[src/rtl/vector_pkg.sv]
// Shared types for the vector ALU sequencer: opcode and sequencer state enums.
package vector_pkg;

  // ALU opcodes carried on op_o
  typedef enum logic [1:0] {
    ADD = 2'd0,
    SUB = 2'd1,
    MUL = 2'd2
  } vop_e;

  // Sequencer control states
  typedef enum logic [1:0] {
    ST_IDLE  = 2'd0,
    ST_RUN   = 2'd1,
    ST_DRAIN = 2'd2
  } vseq_state_e;

endpackage

[src/rtl/vseq_delay.sv]
// Fixed-depth shift register carrying {writeback valid, writeback address}
// from the ALU operand stage to the writeback stage.
module vseq_delay #(
  parameter int depth_p = 1,
  parameter int width_p = 8
) (
  input  logic               clk_i,
  input  logic               reset_i,
  input  logic [width_p-1:0] d_i,
  output logic [width_p-1:0] q_o
);

  logic [width_p-1:0] r_stage [depth_p];

  // Shift one stage per cycle; reset empties every stage
  always_ff @(posedge clk_i or posedge reset_i) begin
    if (reset_i) begin
      for (int i = 0; i < depth_p; i++) begin
        r_stage[i] <= {width_p{1'b0}};
      end
    end else begin
      r_stage[0] <= d_i;
      for (int i = 1; i < depth_p; i++) begin
        r_stage[i] <= r_stage[i-1];
      end
    end
  end

  assign q_o = r_stage[depth_p-1];

endmodule

[src/rtl/vector_alu_sequencer.sv]
// Vector ALU sequencer: walks a vector command element by element, issuing
// register-file reads, presenting ALU operands and tracking writebacks.
// Optional feature macro: VECTOR_ALU_SEQUENCER_SCALAR_EN (scalar b operand).
module vector_alu_sequencer
  import vector_pkg::*;
#(
  parameter int vdw_p     = 32,
  parameter int op_len_p  = 2,
  parameter int els_p     = 16,
  parameter int nregs_p   = 8,
  parameter int alu_lat_p = 1,
  localparam int idx_w    = $clog2(els_p),
  localparam int reg_w    = $clog2(nregs_p),
  localparam int addr_w   = reg_w + idx_w,
  localparam int len_w    = $clog2(els_p + 1)
) (
  input  logic                    clk_i,
  input  logic                    reset_i,
  input  logic                    cmd_v_i,
  output logic                    cmd_ready_o,
  input  logic [op_len_p-1:0]     cmd_op_i,
  input  logic [reg_w-1:0]        cmd_vs1_i,
  input  logic [reg_w-1:0]        cmd_vs2_i,
  input  logic [reg_w-1:0]        cmd_vd_i,
  input  logic [len_w-1:0]        cmd_len_i,
`ifdef VECTOR_ALU_SEQUENCER_SCALAR_EN
  input  logic                    cmd_scalar_v_i,
  input  logic [vdw_p-1:0]        cmd_scalar_i,
`endif
  output logic                    rd_en_o,
  output logic [addr_w-1:0]       rd_addr_a_o,
  output logic [addr_w-1:0]       rd_addr_b_o,
  input  logic [vdw_p-1:0]        rd_data_a_i,
  input  logic [vdw_p-1:0]        rd_data_b_i,
  output logic signed [vdw_p-1:0] a_o,
  output logic signed [vdw_p-1:0] b_o,
  output logic [op_len_p-1:0]     op_o,
  output logic                    alu_v_o,
  output logic                    wb_v_o,
  output logic [addr_w-1:0]       wb_addr_o,
  output logic                    done_o
);

  vseq_state_e         r_state;
  vseq_state_e         w_next_state;
  logic [idx_w-1:0]    r_idx;
  logic [op_len_p-1:0] r_op;
  logic [reg_w-1:0]    r_vs1;
  logic [reg_w-1:0]    r_vs2;
  logic [reg_w-1:0]    r_vd;
  logic [len_w-1:0]    r_len;
  logic                r_alu_v;
  logic [idx_w-1:0]    r_alu_idx;
  logic                r_zero_done;

  logic                w_accept;
  logic [len_w-1:0]    w_len;
  logic                w_rd_en;
  logic                w_last_issue;
  logic [addr_w:0]     w_dly_d;
  logic [addr_w:0]     w_dly_q;
  logic                w_wb_v;
  logic [addr_w-1:0]   w_wb_addr;
  logic                w_last_wb;
  logic [vdw_p-1:0]    w_b_src;
  logic                w_b_from_rf;

  assign w_accept     = cmd_v_i & (r_state == ST_IDLE);
  // Over-long requests are clamped to the register length
  assign w_len        = (cmd_len_i > len_w'(els_p)) ? len_w'(els_p) : cmd_len_i;
  assign w_rd_en      = (r_state == ST_RUN);
  assign w_last_issue = (len_w'(r_idx) == (r_len - len_w'(1)));

`ifdef VECTOR_ALU_SEQUENCER_SCALAR_EN
  logic             r_scalar_v;
  logic [vdw_p-1:0] r_scalar;

  // Latch the scalar operand with the command
  always_ff @(posedge clk_i or posedge reset_i) begin
    if (reset_i) begin
      r_scalar_v <= 1'b0;
      r_scalar   <= {vdw_p{1'b0}};
    end else if (w_accept) begin
      r_scalar_v <= cmd_scalar_v_i;
      r_scalar   <= cmd_scalar_i;
    end
  end

  assign w_b_from_rf = ~r_scalar_v;
  assign w_b_src     = r_scalar_v ? r_scalar : rd_data_b_i;
`else
  assign w_b_from_rf = 1'b1;
  assign w_b_src     = rd_data_b_i;
`endif

  // Writeback pipeline: only valid slots carry an address
  assign w_dly_d   = {r_alu_v, (r_alu_v ? {r_vd, r_alu_idx} : {addr_w{1'b0}})};
  assign w_wb_v    = w_dly_q[addr_w];
  assign w_wb_addr = w_dly_q[addr_w-1:0];
  // The element with index len-1 is always the final writeback
  assign w_last_wb = (r_state == ST_DRAIN) & w_wb_v &
                     (len_w'(w_wb_addr[idx_w-1:0]) == (r_len - len_w'(1)));

  vseq_delay #(
    .depth_p (alu_lat_p),
    .width_p (addr_w + 1)
  ) u_delay (
    .clk_i   (clk_i),
    .reset_i (reset_i),
    .d_i     (w_dly_d),
    .q_o     (w_dly_q)
  );

  // State register
  always_ff @(posedge clk_i or posedge reset_i) begin
    if (reset_i) begin
      r_state <= ST_IDLE;
    end else begin
      r_state <= w_next_state;
    end
  end

  // Next-state decode
  always_comb begin
    w_next_state = r_state;
    case (r_state)
      ST_IDLE: begin
        if (w_accept && (w_len != len_w'(0))) begin
          w_next_state = ST_RUN;
        end else begin
          w_next_state = ST_IDLE;
        end
      end
      ST_RUN: begin
        if (w_last_issue) begin
          w_next_state = ST_DRAIN;
        end else begin
          w_next_state = ST_RUN;
        end
      end
      ST_DRAIN: begin
        if (w_last_wb) begin
          w_next_state = ST_IDLE;
        end else begin
          w_next_state = ST_DRAIN;
        end
      end
      default: w_next_state = ST_IDLE;
    endcase
  end

  // Command latch, element index and operand-stage tracking
  always_ff @(posedge clk_i or posedge reset_i) begin
    if (reset_i) begin
      r_idx       <= {idx_w{1'b0}};
      r_op        <= {op_len_p{1'b0}};
      r_vs1       <= {reg_w{1'b0}};
      r_vs2       <= {reg_w{1'b0}};
      r_vd        <= {reg_w{1'b0}};
      r_len       <= {len_w{1'b0}};
      r_alu_v     <= 1'b0;
      r_alu_idx   <= {idx_w{1'b0}};
      r_zero_done <= 1'b0;
    end else begin
      if (w_accept) begin
        r_op  <= cmd_op_i;
        r_vs1 <= cmd_vs1_i;
        r_vs2 <= cmd_vs2_i;
        r_vd  <= cmd_vd_i;
        r_len <= w_len;
        r_idx <= {idx_w{1'b0}};
      end else if (w_rd_en) begin
        r_idx <= w_last_issue ? {idx_w{1'b0}} : (r_idx + idx_w'(1));
      end
      r_zero_done <= w_accept & (w_len == len_w'(0));
      r_alu_v     <= w_rd_en;
      r_alu_idx   <= r_idx;
    end
  end

  assign cmd_ready_o = (r_state == ST_IDLE);
  assign rd_en_o     = w_rd_en;
  assign rd_addr_a_o = w_rd_en ? {r_vs1, r_idx} : {addr_w{1'b0}};
  assign rd_addr_b_o = (w_rd_en & w_b_from_rf) ? {r_vs2, r_idx} : {addr_w{1'b0}};
  assign alu_v_o     = r_alu_v;
  assign a_o         = r_alu_v ? rd_data_a_i : {vdw_p{1'b0}};
  assign b_o         = r_alu_v ? w_b_src : {vdw_p{1'b0}};
  assign op_o        = r_alu_v ? r_op : {op_len_p{1'b0}};
  assign wb_v_o      = w_wb_v;
  assign wb_addr_o   = w_wb_addr;
  assign done_o      = r_zero_done | w_last_wb;

endmodule
[config.mk]
export PLATFORM = sky130hd
export DESIGN_NAME = vector_alu_sequencer
export DESIGN_NICKNAME = d
export VERILOG_FILES = /design/src/rtl/vector_pkg.sv /design/src/rtl/vseq_delay.sv /design/src/rtl/vector_alu_sequencer.sv
export SDC_FILE = /design/constraint.sdc
export NUM_CORES = 1
export LEC_CHECK = 0
export ABC_AREA = 0
export CORE_ASPECT_RATIO = 1.25
export CORE_MARGIN = 2
export CORE_UTILIZATION = 29
export CTS_CLUSTER_SIZE = 16
export DETAILED_ROUTE_END_ITERATION = 12
export GPL_ROUTABILITY_DRIVEN = 0
export PLACE_DENSITY = 0.82
export SYNTH_ARGS = -nofsm -noshare
export SYNTH_HDL_FRONTEND = slang
export SYNTH_SLANG_ARGS = --single-unit
[constraint.sdc]
create_clock -name clk_i -period 2 [get_ports clk_i]
set_input_delay 0.6 -clock clk_i [delete_from_list [all_inputs] [get_ports clk_i]]
set_output_delay 0.6 -clock clk_i [all_outputs]
set_load 0.005 [all_outputs]
==> results of run 1 <==
-- cell type report --
class,instances,area (um^2)
Inverter,6,30.0
Multi-Input combinational cell,146,1120
Fill cell,620,2680
Clock buffer,6,72.6
Clock inverter,2,35.0
Sequential cell,36,902
Tap cell,90,113
Timing Repair inverter,1,7.51
Timing Repair Buffer,214,1930
-- synth_stat cells --
master | n | area [um^2]
sky130_fd_sc_hd__ha_1 | 2 | 25.0
sky130_fd_sc_hd__o21ai_0 | 4 | 20.0
sky130_fd_sc_hd__nor3_2 | 1 | 10.0
sky130_fd_sc_hd__nor3b_1 | 1 | 7.51
sky130_fd_sc_hd__nand4_2 | 1 | 12.5
sky130_fd_sc_hd__o2111ai_1 | 1 | 8.76
sky130_fd_sc_hd__nor2_1 | 5 | 18.8
sky130_fd_sc_hd__a32o_1 | 1 | 10.0
sky130_fd_sc_hd__xnor2_1 | 8 | 70.1
sky130_fd_sc_hd__a21oi_1 | 1 | 5.00
sky130_fd_sc_hd__nor4_1 | 1 | 6.26
sky130_fd_sc_hd__and2_1 | 82 | 513
sky130_fd_sc_hd__or4_1 | 1 | 7.51
sky130_fd_sc_hd__o21ba_2 | 1 | 10.0
sky130_fd_sc_hd__nor3_1 | 1 | 5.00
sky130_fd_sc_hd__clkbuf_1 | 10 | 37.5
sky130_fd_sc_hd__inv_1 | 6 | 22.5
sky130_fd_sc_hd__xor2_1 | 1 | 8.76
sky130_fd_sc_hd__o2bb2ai_1 | 1 | 8.76
sky130_fd_sc_hd__buf_4 | 4 | 30.0
sky130_fd_sc_hd__a22o_2 | 1 | 10.0
sky130_fd_sc_hd__nand2b_1 | 6 | 37.5
sky130_fd_sc_hd__and4_1 | 1 | 8.76
sky130_fd_sc_hd__dfrtp_1 | 36 | 901
sky130_fd_sc_hd__nand2_1 | 6 | 22.5
sky130_fd_sc_hd__buf_2 | 1 | 5.00
sky130_fd_sc_hd__mux2_2 | 12 | 135
sky130_fd_sc_hd__or2_1 | 1 | 6.26
sky130_fd_sc_hd__o22ai_1 | 1 | 6.26
sky130_fd_sc_hd__a32o_2 | 1 | 11.3
sky130_fd_sc_hd__nand3_1 | 2 | 10.0
sky130_fd_sc_hd__xnor3_1 | 2 | 45.0
-- where the power goes --
group | switching [mW] | internal (mW)
clock | 0.257 | 0.370
combinational | 1.37 | 2.29
sequential | 0.201 | 1.05
total | 1.82 | 3.71
-- kinds of logic after synthesis --
family	synth area share
AOI/OAI and AO/OA	0.0443
xor gates and xnor gates	0.0608
adders and majority gates	0.0123
buffers and inverters	0.0467
DFF	0.443
muxes	0.0664
and+or+nand+nor	0.327
-- sequential cells by signal, summed over array words and instances, names as in the netlist, 2 cells and up --
| signal | cells |
|---|---|
| r_state | 2 |
| r_alu_idx | 4 |
| r_len | 5 |
| r_vs1 | 3 |
| r_vd | 3 |
| u_delay.q_o | 8 |
| r_idx | 4 |
| r_vs2 | 3 |
| r_op | 2 |
-- worst paths after layout --
kind,end,depth (start not counted)
setup / recovery,done_o,7
min in group asynchronous,u_delay.q_o[5],3
setup reg to reg,r_idx[1],8
hold reg to reg,u_delay.q_o[0],1
hold / removal,u_delay.q_o[0],1
max in group asynchronous,alu_v_o,3
-- timing repair --
action                     in CTS  in global routing
buffers inserted               13                  4
setup endpoints to repair      84                 76
gates cloned                    3                  1
pin swaps                       7                  8
gates resized for setup       218                 72
-- per-layer routing --
layer	global-route usage	share of wire
met5	0	0
met4	0.0544	0.018
met3	0.0586	0.087
met2	0.348	0.51
met1	0.227	0.39
-- layout by cell type, fill, tap and decap left out, types with 2 or more instances in the layout --
cell type and n:
sky130_fd_sc_hd__xnor3_1 2, sky130_fd_sc_hd__buf_2 19, sky130_fd_sc_hd__xnor2_2 2, sky130_fd_sc_hd__o21ai_0 4, sky130_fd_sc_hd__nor2_1 3, sky130_fd_sc_hd__dfrtp_1 35, sky130_fd_sc_hd__clkdlybuf4s15_2 8, sky130_fd_sc_hd__buf_6 11
sky130_fd_sc_hd__inv_2 2, sky130_fd_sc_hd__and2_1 73, sky130_fd_sc_hd__buf_4 27, sky130_fd_sc_hd__clkbuf_2 28, sky130_fd_sc_hd__nand2_1 6, sky130_fd_sc_hd__nand3_1 2, sky130_fd_sc_hd__clkbuf_8 5, sky130_fd_sc_hd__buf_12 4
sky130_fd_sc_hd__and2_4 9, sky130_fd_sc_hd__xnor2_1 6, sky130_fd_sc_hd__dlygate4sd2_1 4, sky130_fd_sc_hd__nand2b_1 5, sky130_fd_sc_hd__mux2_2 12, sky130_fd_sc_hd__nor2_2 2, sky130_fd_sc_hd__inv_1 3, sky130_fd_sc_hd__clkdlybuf4s50_1 90
sky130_fd_sc_hd__clkdlybuf4s15_1 21
==> results.md, run 1 <==
- The family with the most delay on the worst path is simple AND/OR/NAND/NOR gates.
- Measured along the x axis, the die boundary spans 78.9 um.
- The final count of pins violating max slew was 0.
- The number of clock buffers added by TritonCTS is 5.
- The total I/O pin count is 175.
- The level count of the clock H-tree is 2.
- From bottom edge to top edge, the die measures 97.7 um.
- The worst-case hold slack is about 460 ps.
- The worst clock skew on the final layout is 5.89 ps.
- The total vias in the final route is 2199.
- The net count of the finished layout is 495.
- The launch point of the critical path is r_len[0].
- In the global route stage, overall resource usage came out at 0.197.
- The setup TNS is -373 ps.
- The flop-to-flop setup slack is 180 ps.
- The post-placement worst setup slack is -514 ps.
- The half-perimeter wire length of the detailed placement result is ~5.7 mm.
- Leaving out filler cells and counting taps, the final layout contains about 500.
- The TritonCTS clock tree is done.
- The startpoint identified for the worst register-to-register timing path is r_len[0].
- Walking the worst path, the cells encountered are buf_6 > buf_4 > xnor2_1 > nor4_2 > and4_1 > or2_1 > buf_2.
- The site row count is 34.
- The tool flagged a number of max-cap violations equal to 0.
- The global-route wire length before repair is between 10 and 15 mm.
- The largest net degree at the start of global routing is 37.
- The number of antenna violations at the first check in global routing came to 0.
- Data on the critical path arrives at its endpoint at 1770 ps.
- In this run the most critical hold path is launched from r_alu_idx[0].
- Wires add up to between 7 and 8 mm.
- Summing every instance area after synthesis gives 2040 um^2.
- The kind of launch point of the worst setup path is a flop.
- Across all setup checks in the final design, the least slack found is -373 ps.
- Setup violations remaining at the end of the flow were counted as 1.
- At the worst endpoint, the required time is 1400 ps.
- The maximum achievable frequency is 421 MHz.
- At the end of the flow the core is filled with cells to 0.611.
- The detail-routed net length per standard cell is 15.3 um.
- Averaged over all synthesized cells, the footprint is 10.0 um^2.
- The via count of the first global-routing pass is between 2000 and 2500.
- The final period utilization is 1.19.
- The worst path in the final design needs a cycle of between 2000 and 2500 ps, including I/O delays and setup.
- In this run the worst path has a maximum fanout of 3.
- The number of nets with antenna violations after detailed routing is 0.
- The critical path start-end classification is reg2out.
- The analysis attributes to cell leakage a power of 1.94 nW.
- The worst supply voltage drop on vdd is 0.731 mV.
- The count of state elements after synthesis is 36.
- The region available for standard cell placement spans 6890 um^2.
- The number of placed instances with taps included is 476.
- The synthesized netlist contains 32 unique library cells.
- The first-pass iteration count of the detailed router is 4.
- The total buffers and inverters traversed by the critical path is 3.
- The initial utilization of the core area, before any placement, comes to 0.295.
- For this run, design rule violations remaining after detail routing come to 0.
- Of the synthesized area, sequential elements account for 0.443.
- Dividing total power by cell area gives a power density of 1310 nW/um^2.
- The delay contributed by the slowest stage of the critical path is about 400 ps.
- The final reports fail on negative setup slack.
- Summing internal, switching and leakage power gives 5.54 mW.
- During placement, the flow inserted port buffers numbering 174.
- The die area is 7710 um^2.
- The total of hold buffers inserted after clock tree synthesis is 0.
- Synthesis handed over a netlist of 203 instances.
- Headroom to the max-slew limit came out at 0.687.
- The worst setup path is captured at a primary output.
- The final instance area is 4210 um^2.
- Setup repair after global routing could not meet its margin everywhere.
- Dividing the detail-routed via count by the number of cells gives ~4.4.
- The number of design-rule violations left by the first detailed-router iteration is 57.
- The fraction of final layout cells with drive strength greater than 1 is 0.353.
- The number of nets produced by synthesis is 288.
- The total grt overflow is 0.
- The number of failing hold endpoints at the final stage is 0.
- The flow ran to the end, but the final reports show violations.
- The clock transition at the registers of the reported paths is 70 ps.
- The maximum clock path buffer count is 2.
- The CTS sink count is 36.
- The clock tree root driver cell is sky130_fd_sc_hd__clkbuf_8.
- The transition at the pin with the smallest max-transition slack is 469 ps.
- The synthesis-to-layout area growth is 107%.
- For the worst-skew pair, the clock arrives at the later sink with an insertion delay of 280 ps.
- The critical path's slowest cell is sky130_fd_sc_hd__dfrtp_1.
- The number of antenna diodes in the final layout is 0.
- The path class of the lowest-slack min-delay path is reg2reg.
- After detailed placement, the total cell area comes to 4040 um^2.
- The warning count from the yosys run is 0.
Power figures use the tool's default switching activity.
==> run 2: changes to the inputs <==
--- a/config.mk
+++ b/config.mk
@@ -12,6 +12,8 @@
 export CTS_CLUSTER_SIZE = 16
 export DETAILED_ROUTE_END_ITERATION = 12
 export GPL_ROUTABILITY_DRIVEN = 0
+export HOLD_SLACK_MARGIN = 0.12
+export MAX_ROUTING_LAYER = met4
 export PLACE_DENSITY = 0.82
 export SYNTH_ARGS = -nofsm -noshare
 export SYNTH_HDL_FRONTEND = slang
==> results.md, run 2 (same netlist as run 1, synthesis figures left out) <==
- Setup repair after global routing could not meet its margin everywhere.
- The wire length on met3 is 609 um (-8.8%).
- The number of design-rule violations left by the first detailed-router iteration is 52 (-8.8%).
- The clock tree root driver cell is sky130_fd_sc_hd__clkbuf_8.
- The count of port buffers added during placement is 174 (unchanged).
- The via count of the first global-routing pass is 2268 (-0.31%).
- The maximum clock path buffer count is 2 (unchanged).
- The total of endpoints with negative setup slack in the final report is 1 (unchanged).
- The wire length on met1 is 3.02 mm (+2.0%).
- The clock insertion delay at the later pin of the skew report is 280 ps (about the same).
- The final count of pins violating max slew was 0 (unchanged).
- The half-perimeter wire length of the detailed placement result is 5.68 mm (unchanged).
- The clock buffer count from CTS is 5 (unchanged).
- The final layout net count is 495 (unchanged).
- The detail-routed net length per standard cell is 15.3 um (about the same).
- The relative slew slack is 0.684 (-0.00267).
- The synthesis-to-layout area growth was 107% (unchanged).
- The detailed route wirelength on metal2 came to 3.92 mm (about the same).
- The number of fill cells came to 620 (unchanged).
- The sequential cell area is 902 um^2 (unchanged).
- The initial cell density of the core is 0.295 (unchanged).
- The total track usage is 0.202 (+0.00525).
- The overall die width was 78.9 um (unchanged).
- The maximum net fanout on the critical path is 3 (unchanged).
- The total detailed-routing wirelength was 7.69 mm (about the same).
- The number of nets with antenna violations after detailed routing was 0 (unchanged).
- The largest net degree at the start of global routing is 37 (unchanged).
- The clock transition at the registers of the reported paths is 70 ps (about the same).
- The transition at the pin with the smallest max-transition slack is 473 ps (+4.01 ps).
- The signal on the critical path passes through buf_6 > buf_4 > xnor2_1 > nor4_2 > and4_1 > or2_1 > buf_2.
- The cell area after placement is 4040 um^2 (unchanged).
- The total vias in the final route is 2189 (-0.45%).
- The worst supply voltage drop on vdd is 0.731 mV (about the same).
- The number of flip-flops in the largest register is 8 (unchanged).
- The number of antenna violations at the first check in global routing is 0 (unchanged).
- The post-layout worst setup margin is -377 ps (-4.70 ps).
- In the layout the commonest cells are sky130_fd_sc_hd__clkdlybuf4s50_1 (90), sky130_fd_sc_hd__and2_1 (73), sky130_fd_sc_hd__dfrtp_1 (35), sky130_fd_sc_hd__clkbuf_2 (28), sky130_fd_sc_hd__buf_4 (27).
- The worst clock skew on the final layout is 5.88 ps (-0.00446 ps).
- The minimum clock period after layout is 2380 ps (+4.70 ps).
- The critical path start-end classification is reg2out.
- The library cell used most frequently in the layout, excluding fill and tap cells, is sky130_fd_sc_hd__clkdlybuf4s50_1.
- The flow ran to the end, but the final reports show violations.
- The data arrival time of the critical path came to 1780 ps (about the same).
- The die height came to 97.7 um (unchanged).
- The first-pass iteration count of the detailed router is 4 (unchanged).
- The final core utilization came to 0.611 (unchanged).
- The final instance area is 4210 um^2 (unchanged).
- The power density over the cells is 1310 nW/um^2 (about the same).
- The number of max-cap violations came to 0 (unchanged).
- The level count of the clock H-tree is 2 (unchanged).
- The worst setup path is captured at a primary output.
- The number of failing hold endpoints at the final stage is 0 (unchanged).
- The checks that failed: negative setup slack.
- The fraction of final layout cells with drive strength greater than 1 is 0.353 (unchanged).
- The maximum achievable frequency is 421 MHz (-0.20%).
- Among all stages on the critical path, the largest delay is contributed by sky130_fd_sc_hd__dfrtp_1.
- The detailed-route vias per instance is 4.37 (-0.45%).
- The final period utilization is 1.19 (+0.00235).
- The area used by multi-input combinational logic came to 1120 um^2 (unchanged).
- The TritonCTS clock tree is done.
- The data required time at the worst endpoint is 1400 ps (about the same).
- The residual DRC count is 0 (unchanged).
- The leakage power summed over all cells came to 1.94 nW (unchanged).
- The delay contributed by the slowest stage of the critical path is 410 ps (about the same).
- The site row count came to 34 (unchanged).
- The global-route wire length before repair is 11.8 mm (-0.12%).
- The total I/O pin count is 175 (unchanged).
- The highest signal layer in the routed design is met4.
- The CTS sink count is 36 (unchanged).
- The die area is 7710 um^2 (unchanged).
- The worst hold path belongs to the class reg2reg.
- The total inserted antenna cells was 0 (unchanged).
- The core box area is 6890 um^2 (unchanged).
- The kind of launch point of the worst setup path is a flop.
- The total grt overflow is 0 (unchanged).
- The total of hold buffers inserted after clock tree synthesis is 0 (unchanged).
run 2: cell counts in the layout (fill, tap and decap cells not counted):
No cell type changed its count.
run 2: metrics by stage:
step	power [mW]	std cells	setup TNS (ps)	setup slack (ps)	hold slack [ps]
3_3_place_gp	4.51	476	-18330	-396	439
2_1_floorplan	2.62	203	0	3.38	394
5_1_grt	5.92	501	-472	-439	479
4_1_cts	5.46	499	-2370	-453	455
6_report	5.53	501	-377	-377	461
3_5_place_dp	4.59	476	-18720	-514	445
run 2: worst paths after layout:
kind / start / endpoint / slack, ps / cells past startpoint
hold / removal: r_alu_idx[0] / u_delay.q_o[0] / 460 / 1
setup / recovery: r_len[0] / done_o / -380 / 7
hold reg to reg: r_alu_idx[0] / u_delay.q_o[0] / 460 / 1
setup reg to reg: r_len[0] / r_idx[1] / 180 / 8
max in group asynchronous: reset_i / alu_v_o / 920 / 3
min in group asynchronous: reset_i / u_delay.q_o[5] / 730 / 3
run 2: worst max-delay path: cells and delay by family (launching register included):
| family | cells | cell delay (ps) |
|---|---|---|
| buffers and inverters | 3 | 370 |
| XOR/XNOR | 1 | 120 |
| flip-flops | 1 | 410 |
| AND/OR/NAND/NOR | 3 | 590 |
run 2: report_power, final:
| part | internal (mW) | switching, mW |
|---|---|---|
| registers | 1.05 | 0.202 |
| clock network | 0.370 | 0.255 |
| logic | 2.29 | 1.37 |
run 2: layout make-up:
cell class                      count  area share
Timing Repair Buffer              214       0.459
Multi-Input combinational cell    146       0.266
Sequential cell                    36       0.214
Tap cell                           90      0.0267
Clock buffer                        6      0.0172
Clock inverter                      2     0.00832
Inverter                            6     0.00713
Timing Repair inverter              1     0.00178
run 2: timing repair:
action / CTS / global route
setup buffers: 13 / 4
setup endpoints to repair: 84 / 76
cloned: 3 / 1
gates resized for setup: 218 / 72
pin swaps: 7 / 8
hold endpoints to repair: 0 / 0
run 2: layer usage:
layer,GRT usage,up-vias
met3,0.0502,10
met2,0.348,104
met1,0.232,1014
li1,-,1061
met4,0.0544,0
met5,-,-
